[config.mk]
export PLATFORM = sky130hd
export DESIGN_NAME = mainfsm_flat
export DESIGN_NICKNAME = d
export VERILOG_FILES = /design/src/rtl/mainfsm_if.sv /design/src/rtl/mainfsm.sv /design/src/flat_wrapper.sv
export SDC_FILE = /design/constraint.sdc
export NUM_CORES = 1
export LEC_CHECK = 0
export ABC_AREA = 1
export CAP_MARGIN = 25
export CORE_MARGIN = 5
export CORE_UTILIZATION = 45
export DETAILED_ROUTE_END_ITERATION = 6
export PLACE_DENSITY_LB_ADDON = 0.25
export SYNTH_ARGS = -nofsm -noshare
export SYNTH_HDL_FRONTEND = slang
export SYNTH_SLANG_ARGS = --single-unit
[constraint.sdc]
create_clock -name clk -period 3.1 [get_ports clk]
set_clock_uncertainty 0.15 [all_clocks]
set_input_delay 0.465 -clock clk [delete_from_list [all_inputs] [get_ports clk]]
set_output_delay 0.465 -clock clk [all_outputs]
set_load 0.01 [all_outputs]
[src/rtl/mainfsm_if.sv]
// ---------------------------------------------------------------------------
// mainfsm_if -- shared instruction/data memory port of the multicycle core.
//
// Signals:
//   mem_req    request from the controller, held until mem_ready
//   mem_ready  memory completed the current request this cycle
//   iord       address select: 0 = PC (fetch), 1 = ALU result register
//   memwrite   store size: 00 none, 01 word, 10 byte, 11 doubleword
//   readtype   load type: 000 LW, 001 LWU, 010 LB, 011 LBU, 100 LD
//
// Modports:
//   master  controller side (drives the request, sees mem_ready)
//   slave   memory side
// ---------------------------------------------------------------------------
interface mainfsm_if;
    logic       mem_req;
    logic       mem_ready;
    logic       iord;
    logic [1:0] memwrite;
    logic [2:0] readtype;

    modport master (
        output mem_req,
        output iord,
        output memwrite,
        output readtype,
        input  mem_ready
    );

    modport slave (
        input  mem_req,
        input  iord,
        input  memwrite,
        input  readtype,
        output mem_ready
    );
endinterface

[src/rtl/mainfsm.sv]
// ---------------------------------------------------------------------------
// mainfsm -- multicycle main control FSM of the MIPS core.
//
// Sequences each instruction through FETCH, DECODE, execute, memory and
// writeback states over a single shared instruction/data memory port with a
// request/ready handshake (unbounded wait states).
//
// Parameters:
//   XLEN  datapath width, 32 or 64. At 32 the opcodes LD, SD, LWU and DADDI
//         are treated as illegal.
//
// Configuration macro:
//   MAINFSM_ILLEGAL_TRAP_EN  defined:   an illegal opcode enters TRAP and sets
//                                       the sticky illegal_op flag; TRAP holds
//                                       every output at 0 until reset.
//                            undefined: an illegal opcode executes as a NOP
//                                       and illegal_op is tied to 0.
//
// Ports:
//   clk        core clock, rising edge
//   reset      asynchronous, active-low reset
//   op         opcode field of the instruction register, sampled in DECODE
//   mem        memory handshake (mainfsm_if.master)
//   irwrite    load instruction register (FETCH with mem_ready only)
//   pcwrite    load PC (FETCH with mem_ready, or JUMP)
//   regwrite   register file write enable
//   memtoreg   write-data select, 1 = memory
//   regdst     destination select, 1 = rd
//   alusrca    0 = PC, 1 = register A
//   alusrcb    000 B, 001 sext imm, 010 zext imm, 011 const 4, 100 sext imm<<2
//   aluop      000 add, 001 and, 010 or, 011 slt, 100 dadd, 101 sub, 111 funct
//   pcsrc      00 ALU result, 01 ALU output register, 10 jump target
//   branch     conditional PC write on zero
//   bne        conditional PC write on not-zero
//   state      current state, for debug
//   illegal_op sticky illegal-opcode flag
// ---------------------------------------------------------------------------
module mainfsm #(
    parameter int XLEN = 64
) (
    input  logic       clk,
    input  logic       reset,
    input  logic [5:0] op,
    mainfsm_if.master  mem,
    output logic       irwrite,
    output logic       pcwrite,
    output logic       regwrite,
    output logic       memtoreg,
    output logic       regdst,
    output logic       alusrca,
    output logic [2:0] alusrcb,
    output logic [2:0] aluop,
    output logic [1:0] pcsrc,
    output logic       branch,
    output logic       bne,
    output logic [3:0] state,
    output logic       illegal_op
);

    // -----------------------------------------------------------------------
    // Opcodes
    // -----------------------------------------------------------------------
    localparam logic [5:0] OP_RTYPE = 6'b000000;
    localparam logic [5:0] OP_J     = 6'b000010;
    localparam logic [5:0] OP_BEQ   = 6'b000100;
    localparam logic [5:0] OP_BNE   = 6'b000101;
    localparam logic [5:0] OP_ADDI  = 6'b001000;
    localparam logic [5:0] OP_SLTI  = 6'b001010;
    localparam logic [5:0] OP_ANDI  = 6'b001100;
    localparam logic [5:0] OP_ORI   = 6'b001101;
    localparam logic [5:0] OP_DADDI = 6'b011000;
    localparam logic [5:0] OP_LB    = 6'b100000;
    localparam logic [5:0] OP_LW    = 6'b100011;
    localparam logic [5:0] OP_LBU   = 6'b100100;
    localparam logic [5:0] OP_LWU   = 6'b100111;
    localparam logic [5:0] OP_SB    = 6'b101000;
    localparam logic [5:0] OP_SW    = 6'b101011;
    localparam logic [5:0] OP_LD    = 6'b110111;
    localparam logic [5:0] OP_SD    = 6'b111111;

    typedef enum logic [3:0] {
        S_FETCH  = 4'd0,
        S_DECODE = 4'd1,
        S_MEMADR = 4'd2,
        S_MEMRD  = 4'd3,
        S_MEMWB  = 4'd4,
        S_MEMWR  = 4'd5,
        S_RTEXE  = 4'd6,
        S_ALUWB  = 4'd7,
        S_IEXE   = 4'd8,
        S_BRANCH = 4'd9,
        S_JUMP   = 4'd10,
        S_TRAP   = 4'd15
    } state_e;

    typedef enum logic [2:0] {
        K_RTYPE,
        K_LOAD,
        K_STORE,
        K_IMM,
        K_BRANCH,
        K_JUMP,
        K_ILLEGAL
    } kind_e;

    // Registered Moore outputs (everything except the mem_ready-gated
    // irwrite and the fetch half of pcwrite).
    typedef struct packed {
        logic       mem_req;
        logic       iord;
        logic       pcwrite;
        logic [1:0] memwrite;
        logic [2:0] readtype;
        logic       regwrite;
        logic       memtoreg;
        logic       regdst;
        logic       alusrca;
        logic [2:0] alusrcb;
        logic [2:0] aluop;
        logic [1:0] pcsrc;
        logic       branch;
        logic       bne;
    } ctrl_t;

    // -----------------------------------------------------------------------
    // Opcode decode helpers
    // -----------------------------------------------------------------------
    function automatic kind_e classify(input logic [5:0] o);
        kind_e k;
        case (o)
            OP_RTYPE:                                     k = K_RTYPE;
            OP_LD, OP_LWU, OP_LW, OP_LBU, OP_LB:          k = K_LOAD;
            OP_SD, OP_SW, OP_SB:                          k = K_STORE;
            OP_ADDI, OP_ANDI, OP_ORI, OP_SLTI, OP_DADDI:  k = K_IMM;
            OP_BEQ, OP_BNE:                               k = K_BRANCH;
            OP_J:                                         k = K_JUMP;
            default:                                      k = K_ILLEGAL;
        endcase
        // Doubleword and unsigned-word opcodes only exist on a 64-bit datapath.
        if (XLEN == 32 && (o == OP_LD || o == OP_SD || o == OP_LWU || o == OP_DADDI))
            k = K_ILLEGAL;
        return k;
    endfunction

    function automatic logic [2:0] load_type(input logic [5:0] o);
        case (o)
            OP_LD:   return 3'b100;
            OP_LWU:  return 3'b001;
            OP_LBU:  return 3'b011;
            OP_LB:   return 3'b010;
            default: return 3'b000;
        endcase
    endfunction

    function automatic logic [1:0] store_size(input logic [5:0] o);
        case (o)
            OP_SD:   return 2'b11;
            OP_SW:   return 2'b01;
            OP_SB:   return 2'b10;
            default: return 2'b00;
        endcase
    endfunction

    // Logical immediates are zero-extended, arithmetic ones sign-extended.
    function automatic logic [2:0] imm_srcb(input logic [5:0] o);
        case (o)
            OP_ANDI, OP_ORI: return 3'b010;
            default:         return 3'b001;
        endcase
    endfunction

    function automatic logic [2:0] imm_aluop(input logic [5:0] o);
        case (o)
            OP_ANDI:  return 3'b001;
            OP_ORI:   return 3'b010;
            OP_SLTI:  return 3'b011;
            OP_DADDI: return 3'b100;
            default:  return 3'b000;
        endcase
    endfunction

    // Output decode for a given state and latched opcode. Applied to the
    // next state so the result can be registered alongside it.
    function automatic ctrl_t ctrl_for(input state_e s, input logic [5:0] o);
        ctrl_t c;
        c = '0;
        case (s)
            S_FETCH: begin
                c.mem_req = 1'b1;
                c.alusrcb = 3'b011;
            end
            S_DECODE: begin
                c.alusrcb = 3'b100;
            end
            S_MEMADR: begin
                c.alusrca = 1'b1;
                c.alusrcb = 3'b001;
            end
            S_MEMRD: begin
                c.mem_req  = 1'b1;
                c.iord     = 1'b1;
                c.readtype = load_type(o);
            end
            S_MEMWB: begin
                c.regwrite = 1'b1;
                c.memtoreg = 1'b1;
                c.readtype = load_type(o);
            end
            S_MEMWR: begin
                c.mem_req  = 1'b1;
                c.iord     = 1'b1;
                c.memwrite = store_size(o);
            end
            S_RTEXE: begin
                c.alusrca = 1'b1;
                c.aluop   = 3'b111;
            end
            S_ALUWB: begin
                c.regwrite = 1'b1;
                c.regdst   = (o == OP_RTYPE);
            end
            S_IEXE: begin
                c.alusrca = 1'b1;
                c.alusrcb = imm_srcb(o);
                c.aluop   = imm_aluop(o);
            end
            S_BRANCH: begin
                c.alusrca = 1'b1;
                c.aluop   = 3'b101;
                c.pcsrc   = 2'b01;
                c.branch  = 1'b1;
                c.bne     = (o == OP_BNE);
            end
            S_JUMP: begin
                c.pcwrite = 1'b1;
                c.pcsrc   = 2'b10;
            end
            default: ;  // TRAP: everything held at 0
        endcase
        return c;
    endfunction

    // -----------------------------------------------------------------------
    // State
    // -----------------------------------------------------------------------
    state_e     state_q, state_d;
    logic [5:0] op_q, op_d;
    ctrl_t      ctrl_q;
`ifdef MAINFSM_ILLEGAL_TRAP_EN
    logic       illegal_q;
    logic       illegal_set;
`endif

    // NOTE: every variable gets a default at the top of the block so no path
    // leaves it unassigned, which would otherwise infer a latch.
    always_comb begin
        state_d = state_q;
        op_d    = op_q;
`ifdef MAINFSM_ILLEGAL_TRAP_EN
        illegal_set = 1'b0;
`endif
        case (state_q)
            S_FETCH:  if (mem.mem_ready) state_d = S_DECODE;
            S_DECODE: begin
                op_d = op;
                case (classify(op))
                    K_RTYPE:  state_d = S_RTEXE;
                    K_LOAD,
                    K_STORE:  state_d = S_MEMADR;
                    K_IMM:    state_d = S_IEXE;
                    K_BRANCH: state_d = S_BRANCH;
                    K_JUMP:   state_d = S_JUMP;
                    default: begin
`ifdef MAINFSM_ILLEGAL_TRAP_EN
                        state_d     = S_TRAP;
                        illegal_set = 1'b1;
`else
                        state_d     = S_FETCH;  // executes as a NOP
`endif
                    end
                endcase
            end
            S_MEMADR: state_d = (classify(op_q) == K_LOAD) ? S_MEMRD : S_MEMWR;
            S_MEMRD:  if (mem.mem_ready) state_d = S_MEMWB;
            S_MEMWR:  if (mem.mem_ready) state_d = S_FETCH;
            S_RTEXE,
            S_IEXE:   state_d = S_ALUWB;
            S_TRAP:   state_d = S_TRAP;
            default:  state_d = S_FETCH;  // MEMWB, ALUWB, BRANCH, JUMP
        endcase
    end

    // NOTE: sequential state uses non-blocking assignments so every register
    // samples the pre-edge values, independent of statement order.
    always_ff @(posedge clk or negedge reset) begin
        if (!reset) begin
            state_q <= S_FETCH;
            op_q    <= '0;
            ctrl_q  <= ctrl_for(S_FETCH, 6'd0);
        end else begin
            state_q <= state_d;
            op_q    <= op_d;
            ctrl_q  <= ctrl_for(state_d, op_d);
        end
    end

`ifdef MAINFSM_ILLEGAL_TRAP_EN
    always_ff @(posedge clk or negedge reset) begin
        if (!reset)          illegal_q <= 1'b0;
        else if (illegal_set) illegal_q <= 1'b1;
    end
    assign illegal_op = illegal_q;
`else
    assign illegal_op = 1'b0;
`endif

    // -----------------------------------------------------------------------
    // Outputs
    // -----------------------------------------------------------------------
    // The fetch write strobes follow mem_ready combinationally; reset is
    // folded in so a ready memory cannot load IR/PC while held in reset.
    logic fetch_accept;
    assign fetch_accept = (state_q == S_FETCH) && mem.mem_ready && reset;

    assign irwrite      = fetch_accept;
    assign pcwrite      = ctrl_q.pcwrite | fetch_accept;

    assign mem.mem_req  = ctrl_q.mem_req;
    assign mem.iord     = ctrl_q.iord;
    assign mem.memwrite = ctrl_q.memwrite;
    assign mem.readtype = ctrl_q.readtype;

    assign regwrite     = ctrl_q.regwrite;
    assign memtoreg     = ctrl_q.memtoreg;
    assign regdst       = ctrl_q.regdst;
    assign alusrca      = ctrl_q.alusrca;
    assign alusrcb      = ctrl_q.alusrcb;
    assign aluop        = ctrl_q.aluop;
    assign pcsrc        = ctrl_q.pcsrc;
    assign branch       = ctrl_q.branch;
    assign bne          = ctrl_q.bne;
    assign state        = state_q;

endmodule

[src/flat_wrapper.sv]
// flat-port wrapper written by rule: the top's interface ports become plain ports
module mainfsm_flat 
#(
    parameter int XLEN = 64
)
  (clk, reset, op, irwrite, pcwrite, regwrite, memtoreg, regdst, alusrca, alusrcb, aluop, pcsrc, branch, bne, state, illegal_op, mem_mem_req, mem_iord, mem_memwrite, mem_readtype, mem_mem_ready);
  mainfsm_if mem_i ();
  input  logic clk;
  input  logic reset;
  input  logic [5:0] op;
  output logic irwrite;
  output logic pcwrite;
  output logic regwrite;
  output logic memtoreg;
  output logic regdst;
  output logic alusrca;
  output logic [2:0] alusrcb;
  output logic [2:0] aluop;
  output logic [1:0] pcsrc;
  output logic branch;
  output logic bne;
  output logic [3:0] state;
  output logic illegal_op;
  output wire logic [$bits(mem_i.mem_req)-1:0] mem_mem_req;
  output wire logic [$bits(mem_i.iord)-1:0] mem_iord;
  output wire logic [$bits(mem_i.memwrite)-1:0] mem_memwrite;
  output wire logic [$bits(mem_i.readtype)-1:0] mem_readtype;
  input wire logic [$bits(mem_i.mem_ready)-1:0] mem_mem_ready;
  assign mem_mem_req = mem_i.mem_req;
  assign mem_iord = mem_i.iord;
  assign mem_memwrite = mem_i.memwrite;
  assign mem_readtype = mem_i.readtype;
  assign mem_i.mem_ready = mem_mem_ready;
  mainfsm #(.XLEN(XLEN)) u_core (.clk(clk), .reset(reset), .op(op), .mem(mem_i), .irwrite(irwrite), .pcwrite(pcwrite), .regwrite(regwrite), .memtoreg(memtoreg), .regdst(regdst), .alusrca(alusrca), .alusrcb(alusrcb), .aluop(aluop), .pcsrc(pcsrc), .branch(branch), .bne(bne), .state(state), .illegal_op(illegal_op));
endmodule
# Yosys cells after proc, flatten, opt, wreduce, memory -nomap -nowiden
# Memories as Yosys holds them, arrays and structs flattened.
# Index checks and enable logic that the tools add are counted.
# totals
register_bits	32
rom_bits	384
output_inout_bits	28
word_cells	94
mem_count	2
# classes
eq_ne	35
muxes	26
n_bitwise	1
n_reduce_logical	14
# memory_table
name	depth	width	read_ports	rd_ports_with_merged_regs	write_ports	line_no	text
(no name shown)	64	3	1	0	0	mainfsm.sv:130	case (o)
(no name shown)	64	3	1	0	0	mainfsm.sv:130	
# op_table
cell	n
$eq 6x6->1 const B	7
$pmux 3 s4	3
$pmux 4 s7	1
$eq 4x3->1 const B	6
$eq 4x4->1 const B	5
$pmux 4 s5	1
$eq 6x4->1 const B	3
$eq 4x2->1 const B	4
$mux 3	4
$mux 4	3
$reduce_or 2->1	6
$pmux 3 s3	1
$eq 4x1->1 const B	2
$logic_not 4->1	2
$mux 1	7
$eq 3x1->1 const B	2
$eq 3x2->1 const B	2
$eq 3x3->1 const B	2
$eq 6x3->1 const B	1
$eq 6x5->1 const B	1
$logic_not 6->1	1
$mux 2	3
$mux 6	1
$pmux 2 s3	1
other kinds (6)	7

# Logic depth before layout (Yosys ltp)
# logic_depth
word_depth	9
ltp_mapped	15

# Worst setup path before layout
# OpenSTA, ideal clock, no wires.
# synth_timing
path_kind	in2reg
startpoint	in op[0]
endpoint	reg u_core.ctrl_q (netlist bit u_core.mem.memwrite[0])
setup_ns	0.077
t_arrival_ns	1.744
slack_ns	1.128
stages	15
path_cell_list	inv_1 -> ha_1 -> inv_1 -> nand2_1 -> nand2_1 -> nand2_1 -> nand2_1 -> nand2_2 -> nor2_4 -> nand2_2 -> nand3_2 -> inv_2 -> nor2_2 -> nand2_2 -> a21oi_1
# synth_via
elab_chain_len	8
# synth_lines
element	line_no	text
start, declared	flat_wrapper.sv:10	input logic [5:0] op;
$mem_v2 64x3 (*)	-	
$mux 3 (*)	mainfsm.sv:262	case (state_q)
$eq 3x1->1 / $eq 3x2->1 (equally long branches)	mainfsm.sv:266	case (classify(op))
$reduce_or 2->1	mainfsm.sv:266	
$pmux 4 s5 (*)	mainfsm.sv:266	
$pmux 4 s7 (*)	mainfsm.sv:262	
net u_core.state_d[0]	mainfsm.sv:246	state_e state_q, state_d;
$eq 4x3->1 (*)	mainfsm.sv:187	case (s)
$mux 2 (*)	mainfsm.sv:187	
end signal, assigned	mainfsm.sv:299	ctrl_q <= ctrl_for(S_FETCH, 6'd0);
end signal, assigned	mainfsm.sv:303	ctrl_q <= ctrl_for(state_d, op_d);
end, declared	mainfsm.sv:248	ctrl_t ctrl_q;
# The timed path passes the listed nets; every way through them passes the cells marked *. The select of a mux whose other input is x is not followed.

# Final worst setup path
# layout_timing
startpoint	in op[0]
endpoint	reg u_core.ctrl_q (netlist bit u_core.aluop[2])
# layout_via
elab_chain_len	8
# layout_lines
element	line_no
$mem_v2 64x3 (*)	-
$mux 3 (*)	mainfsm.sv:262
$eq 3x1->1 / $eq 3x2->1 (equally long branches)	mainfsm.sv:266
$reduce_or 2->1	mainfsm.sv:266
$pmux 4 s5 (*)	mainfsm.sv:266
$pmux 4 s7 (*)	mainfsm.sv:262
net u_core.state_d[1]	mainfsm.sv:246
$eq 4x4->1 / $eq 4x3->1 (equally long branches)	mainfsm.sv:187
$pmux 3 s3 (*)	mainfsm.sv:187
# Marks and branches as above.

==> run_summary.xml <==
<?xml version="1.0" encoding="UTF-8"?>
<metrics>
  <group name="grt">
    <metric name="vias_in_the_first_global_route" unit="">1435</metric>
    <metric name="grt_start_max_net_pins" unit="">32</metric>
    <metric name="antenna_found_initial" unit="">0</metric>
    <metric name="grt_usage" unit="%">15.6</metric>
    <metric name="grt_pass1_wl" unit="µm">6480</metric>
    <metric name="gr-total-overflow" unit="">0</metric>
  </group>
  <group name="drt">
    <metric name="drt-initial-drc-count" unit="">107</metric>
    <metric name="ant_nets" unit="">0</metric>
    <metric name="drc" unit="">0</metric>
    <metric name="post_dr_vias_cell" unit="">4.69</metric>
    <metric name="vias" unit="">1505</metric>
    <metric name="drt_wl_total" unit="µm">3850</metric>
    <metric name="post_drt_wl_per_cell" unit="µm">12.0</metric>
    <metric name="pre_repair_dr_iteration_count" unit="">4</metric>
  </group>
  <group name="clock_network">
    <metric name="cts_tree" unit="">built</metric>
    <metric name="cts_num_sinks" unit="">31</metric>
    <metric name="cts_htree_levels" unit="">2</metric>
    <metric name="clkSlewWorstSetupHoldPaths" unit="ns">0.06</metric>
    <metric name="clk_latency" unit="ns">0.29</metric>
    <metric name="cts_buffers" unit="">5</metric>
    <metric name="ctsHoldBuffers" unit="">0</metric>
    <metric name="postCtsResizedCells" unit="">0</metric>
    <metric name="number_of_buffers_on_the_longest_clock_path" unit="">2</metric>
    <metric name="root_buffer_selected_by_cts" unit="">sky130_fd_sc_hd__clkbuf_8</metric>
    <metric name="cts_post_setup_buffers_inserted" unit="">0</metric>
  </group>
  <group name="critical_path">
    <metric name="buffers_plus_inverters_on_the_worst_setup_path" unit="">2</metric>
    <metric name="cell_depth_of_the_worst_flop_to_flop_path" unit="">13</metric>
    <metric name="timing_startpoint_of_the_critical_path" unit="">op[0]</metric>
    <metric name="cp.depth" unit="">14</metric>
    <metric name="setup.worst_path.class" unit="">in2reg</metric>
    <metric name="crit_chain" unit="">clkdlybuf4s50_1, inv_1, ha_1, nand2_1, nor2_1, nor2_2, nand3_1, nand2_1, nand2_1, nand3_1, nand3_2, nor2_1, nand2_1, o21ai_1</metric>
    <metric name="startpoint_type" unit="">primary input</metric>
    <metric name="critical_path_peak_fanout" unit="">4</metric>
    <metric name="critPathArrivalTime" unit="ns">2.56</metric>
    <metric name="critPathCaptureType" unit="">flip-flop</metric>
    <metric name="path_common_cell" unit="">sky130_fd_sc_hd__nand2_1</metric>
    <metric name="critical_path_required" unit="ns">3.15</metric>
    <metric name="path_delay_family" unit="">simple AND/OR/NAND/NOR gates</metric>
    <metric name="crit_slowest_cell" unit="">sky130_fd_sc_hd__clkdlybuf4s50_1</metric>
    <metric name="r2r_path_start" unit="">u_core.op_q[0]</metric>
    <metric name="max_stage_delay" unit="ns">0.53</metric>
  </group>
  <group name="yosys">
    <metric name="synthArstFlopShare" unit="%">100</metric>
    <metric name="synthMuxAreaShare" unit="%">0</metric>
    <metric name="synth_top_cell_by_area" unit="">sky130_fd_sc_hd__dfrtp_1</metric>
    <metric name="post_synth_main_area_contributors" unit="">sky130_fd_sc_hd__dfrtp_1 (36%), sky130_fd_sc_hd__nand2_1 (11%), sky130_fd_sc_hd__nand3_1 (6.5%), sky130_fd_sc_hd__inv_1 (6.1%), sky130_fd_sc_hd__buf_4 (5.5%)</metric>
    <metric name="synth_fa_ha_area_share" unit="%">3.91</metric>
    <metric name="synthesis.yosys.warnings" unit="">0</metric>
    <metric name="ys_seq_area_share" unit="%">40.6</metric>
    <metric name="syn_nets" unit="">257</metric>
    <metric name="synth_ff_type" unit="">sky130_fd_sc_hd__dfrtp_1</metric>
    <metric name="syn_area_per_cell" unit="µm²">7.94</metric>
    <metric name="yosys.cell_types.count" unit="">28</metric>
    <metric name="post_synth_inst_count" unit="">242</metric>
    <metric name="synth-edff-count" unit="">0</metric>
    <metric name="combinational_family_with_the_most_area_after_synthesis" unit="">simple AND/OR/NAND/NOR gates</metric>
    <metric name="ys_seq_elements" unit="">31</metric>
    <metric name="synthMostInstantiatedCell" unit="">sky130_fd_sc_hd__nand2_1</metric>
    <metric name="synth_top_cell_area_share" unit="%">36.5</metric>
    <metric name="synth_simple_gate_area_share" unit="%">34.1</metric>
    <metric name="mappedNetlistArea" unit="µm²">1920</metric>
    <metric name="synthTopCellsByCount" unit="">sky130_fd_sc_hd__nand2_1 (57), sky130_fd_sc_hd__inv_1 (31), sky130_fd_sc_hd__dfrtp_1 (28)</metric>
    <metric name="synthXorXnorAreaFrac" unit="%">0</metric>
    <metric name="synth-compound-area-share" unit="%">6.91</metric>
  </group>
  <group name="cells_and_area">
    <metric name="areaGrowthSynthToFinish" unit="%">22.0</metric>
    <metric name="instances_no_fill" unit="">321</metric>
    <metric name="finish.net_count" unit="">285</metric>
    <metric name="final_layout_size_suffix_gt1_share" unit="%">18.1</metric>
    <metric name="number_of_filler_cells_placed_in_the_layout" unit="">385</metric>
    <metric name="design_area" unit="µm²">2340</metric>
    <metric name="antennaDiodeCount" unit="">0</metric>
    <metric name="sequential_cell_area" unit="µm²">779</metric>
    <metric name="multiInputGateArea" unit="µm²">866</metric>
  </group>
  <group name="place">
    <metric name="post-place-cells" unit="">313</metric>
    <metric name="dpl_cell_area" unit="µm²">2220</metric>
    <metric name="routabilityCongestion" unit="">0.877</metric>
    <metric name="dpl_wire_length" unit="µm">3120</metric>
    <metric name="placement.io_buffers" unit="">35</metric>
  </group>
  <group name="sta">
    <metric name="grt_setup_unrepaired" unit="">false</metric>
    <metric name="setup-violations-final" unit="">0</metric>
    <metric name="timing.fmax" unit="GHz">0.397</metric>
    <metric name="post-route-min-period" unit="ns">2.52</metric>
    <metric name="endpoints_failing_hold" unit="">0</metric>
    <metric name="post-route-period-util" unit="%">81.2</metric>
    <metric name="maxSlewViolCount" unit="">0</metric>
    <metric name="timing.setup.tns" unit="ns">0</metric>
  </group>
  <group name="floorplan">
    <metric name="io-pin-count" unit="">37</metric>
    <metric name="die-height" unit="µm">75.3</metric>
    <metric name="dieArea" unit="µm²">5670</metric>
    <metric name="placeableCoreArea" unit="µm²">4060</metric>
    <metric name="fp.dieW" unit="µm">75.3</metric>
    <metric name="rows" unit="">23</metric>
    <metric name="initial_utilization" unit="%">47.3</metric>
  </group>
  <group name="hold_path">
    <metric name="hp-class" unit="">reg2reg</metric>
    <metric name="worst_hold_startpoint" unit="">u_core.op_q[3]</metric>
    <metric name="hold_depth" unit="">2</metric>
  </group>
  <group name="pwr">
    <metric name="ir_drop" unit="V">0.000193</metric>
    <metric name="p_leak" unit="nW">1.25</metric>
    <metric name="pwr_per_cell_area" unit="nW/µm²">372</metric>
    <metric name="total_power" unit="mW">0.870</metric>
  </group>
  <group name="run">
    <metric name="cap_viol_max_count" unit="">0</metric>
  </group>
  <group name="run_status">
    <metric name="outcome" unit="">finished, final reports clean</metric>
  </group>
</metrics>
==> cell type report <==
class | instances | share of cell area (%)
clock buffers | 6 | 3.53
clock inverters | 2 | 1.50
inverters | 41 | 6.78
multi-input cells | 155 | 37.0
flip-flops and latches | 31 | 33.3
well taps | 50 | 2.67
repair buffers | 36 | 15.3
==> where the power goes <==
group	switching (mW)	internal (mW)	leakage [nW]
combinational	0.0353	0.0194	0.793
clock	0.151	0.260	0.0612
sequential	0	0.405	0.391
total	0.186	0.684	1.25
==> per-stage QoR <==
| step | utilization, % | setup slack, ns | hold slack (ns) |
|---|---|---|---|
| 6_report | 57.7 | 0.583 | 0.413 |
| 5_1_grt | 57.7 | 0.384 | 0.447 |
| 4_1_cts | 57.7 | 0.577 | 0.412 |
| 3_5_place_dp | 54.8 | 0.290 | 0.396 |
| 3_3_place_gp | 54.8 | 0.338 | 0.385 |
| 2_1_floorplan | - | 1.13 | 0.0194 |
==> per-layer routing <==
metal	vias up	GRT usage (%)	part of all wire, %
met2	42	24.1	46
li1	797	-	-
met4	0	9.32	1.9
met1	661	20.5	47
met3	5	2.77	5.4
met5	-	0	0
==> kinds of logic after synthesis <==
logic type | after synthesis
buffers and inverters | 56
flip-flops | 31
other | 1
AND/OR/NAND/NOR | 132
AO/OA/AOI/OAI | 16
adder cells (fa/ha/maj) | 6
==> cells in the final DEF, fill, tap and decap left out, types with 4 or more instances in the layout <==
master and instances:
sky130_fd_sc_hd__nand2_1 57, sky130_fd_sc_hd__nand3_1 25, sky130_fd_sc_hd__inv_2 8, sky130_fd_sc_hd__nand4_1 6
sky130_fd_sc_hd__nand2_2 4, sky130_fd_sc_hd__inv_1 31, sky130_fd_sc_hd__clkdlybuf4s50_1 35, sky130_fd_sc_hd__nor2_1 21
sky130_fd_sc_hd__ha_1 6, sky130_fd_sc_hd__a21oi_1 4, sky130_fd_sc_hd__clkbuf_8 6, sky130_fd_sc_hd__dfrtp_1 28
sky130_fd_sc_hd__nand3_2 4, sky130_fd_sc_hd__nor2_4 6
==> flip-flops by register name, indices dropped and copies added (netlist names), 2 cells and up <==
register and cells:
u_core.mem.readtype 3, u_core.mem.memwrite 2, u_core.aluop 3, u_core.alusrcb 3
u_core.op_q 6, u_core.pcsrc 2, u_core.state 4
==> path summary, 6_finish.rpt <==
path | endpoint | slack, ns
max | u_core.aluop[2] | 0.58
min | u_core.op_q[3] | 0.41
max reg2reg | u_core.mem.readtype[0] | 0.94
min reg2reg | u_core.op_q[3] | 0.41
max in group asynchronous | u_core.alusrcb[1] | 2.00
min in group asynchronous | u_core.state[2] | 0.47
==> worst register-to-register path, delay by kind of cell (launching register included) <==
kind	cells	cell delay [ns]
flip-flops	1	0.40
AO/OA/AOI/OAI	1	0.22
AND/OR/NAND/NOR	10	0.93
adder cells (fa/ha/maj)	1	0.25
buffers and inverters	1	0.13
No activity file was read; power rests on OpenSTA's default activity.
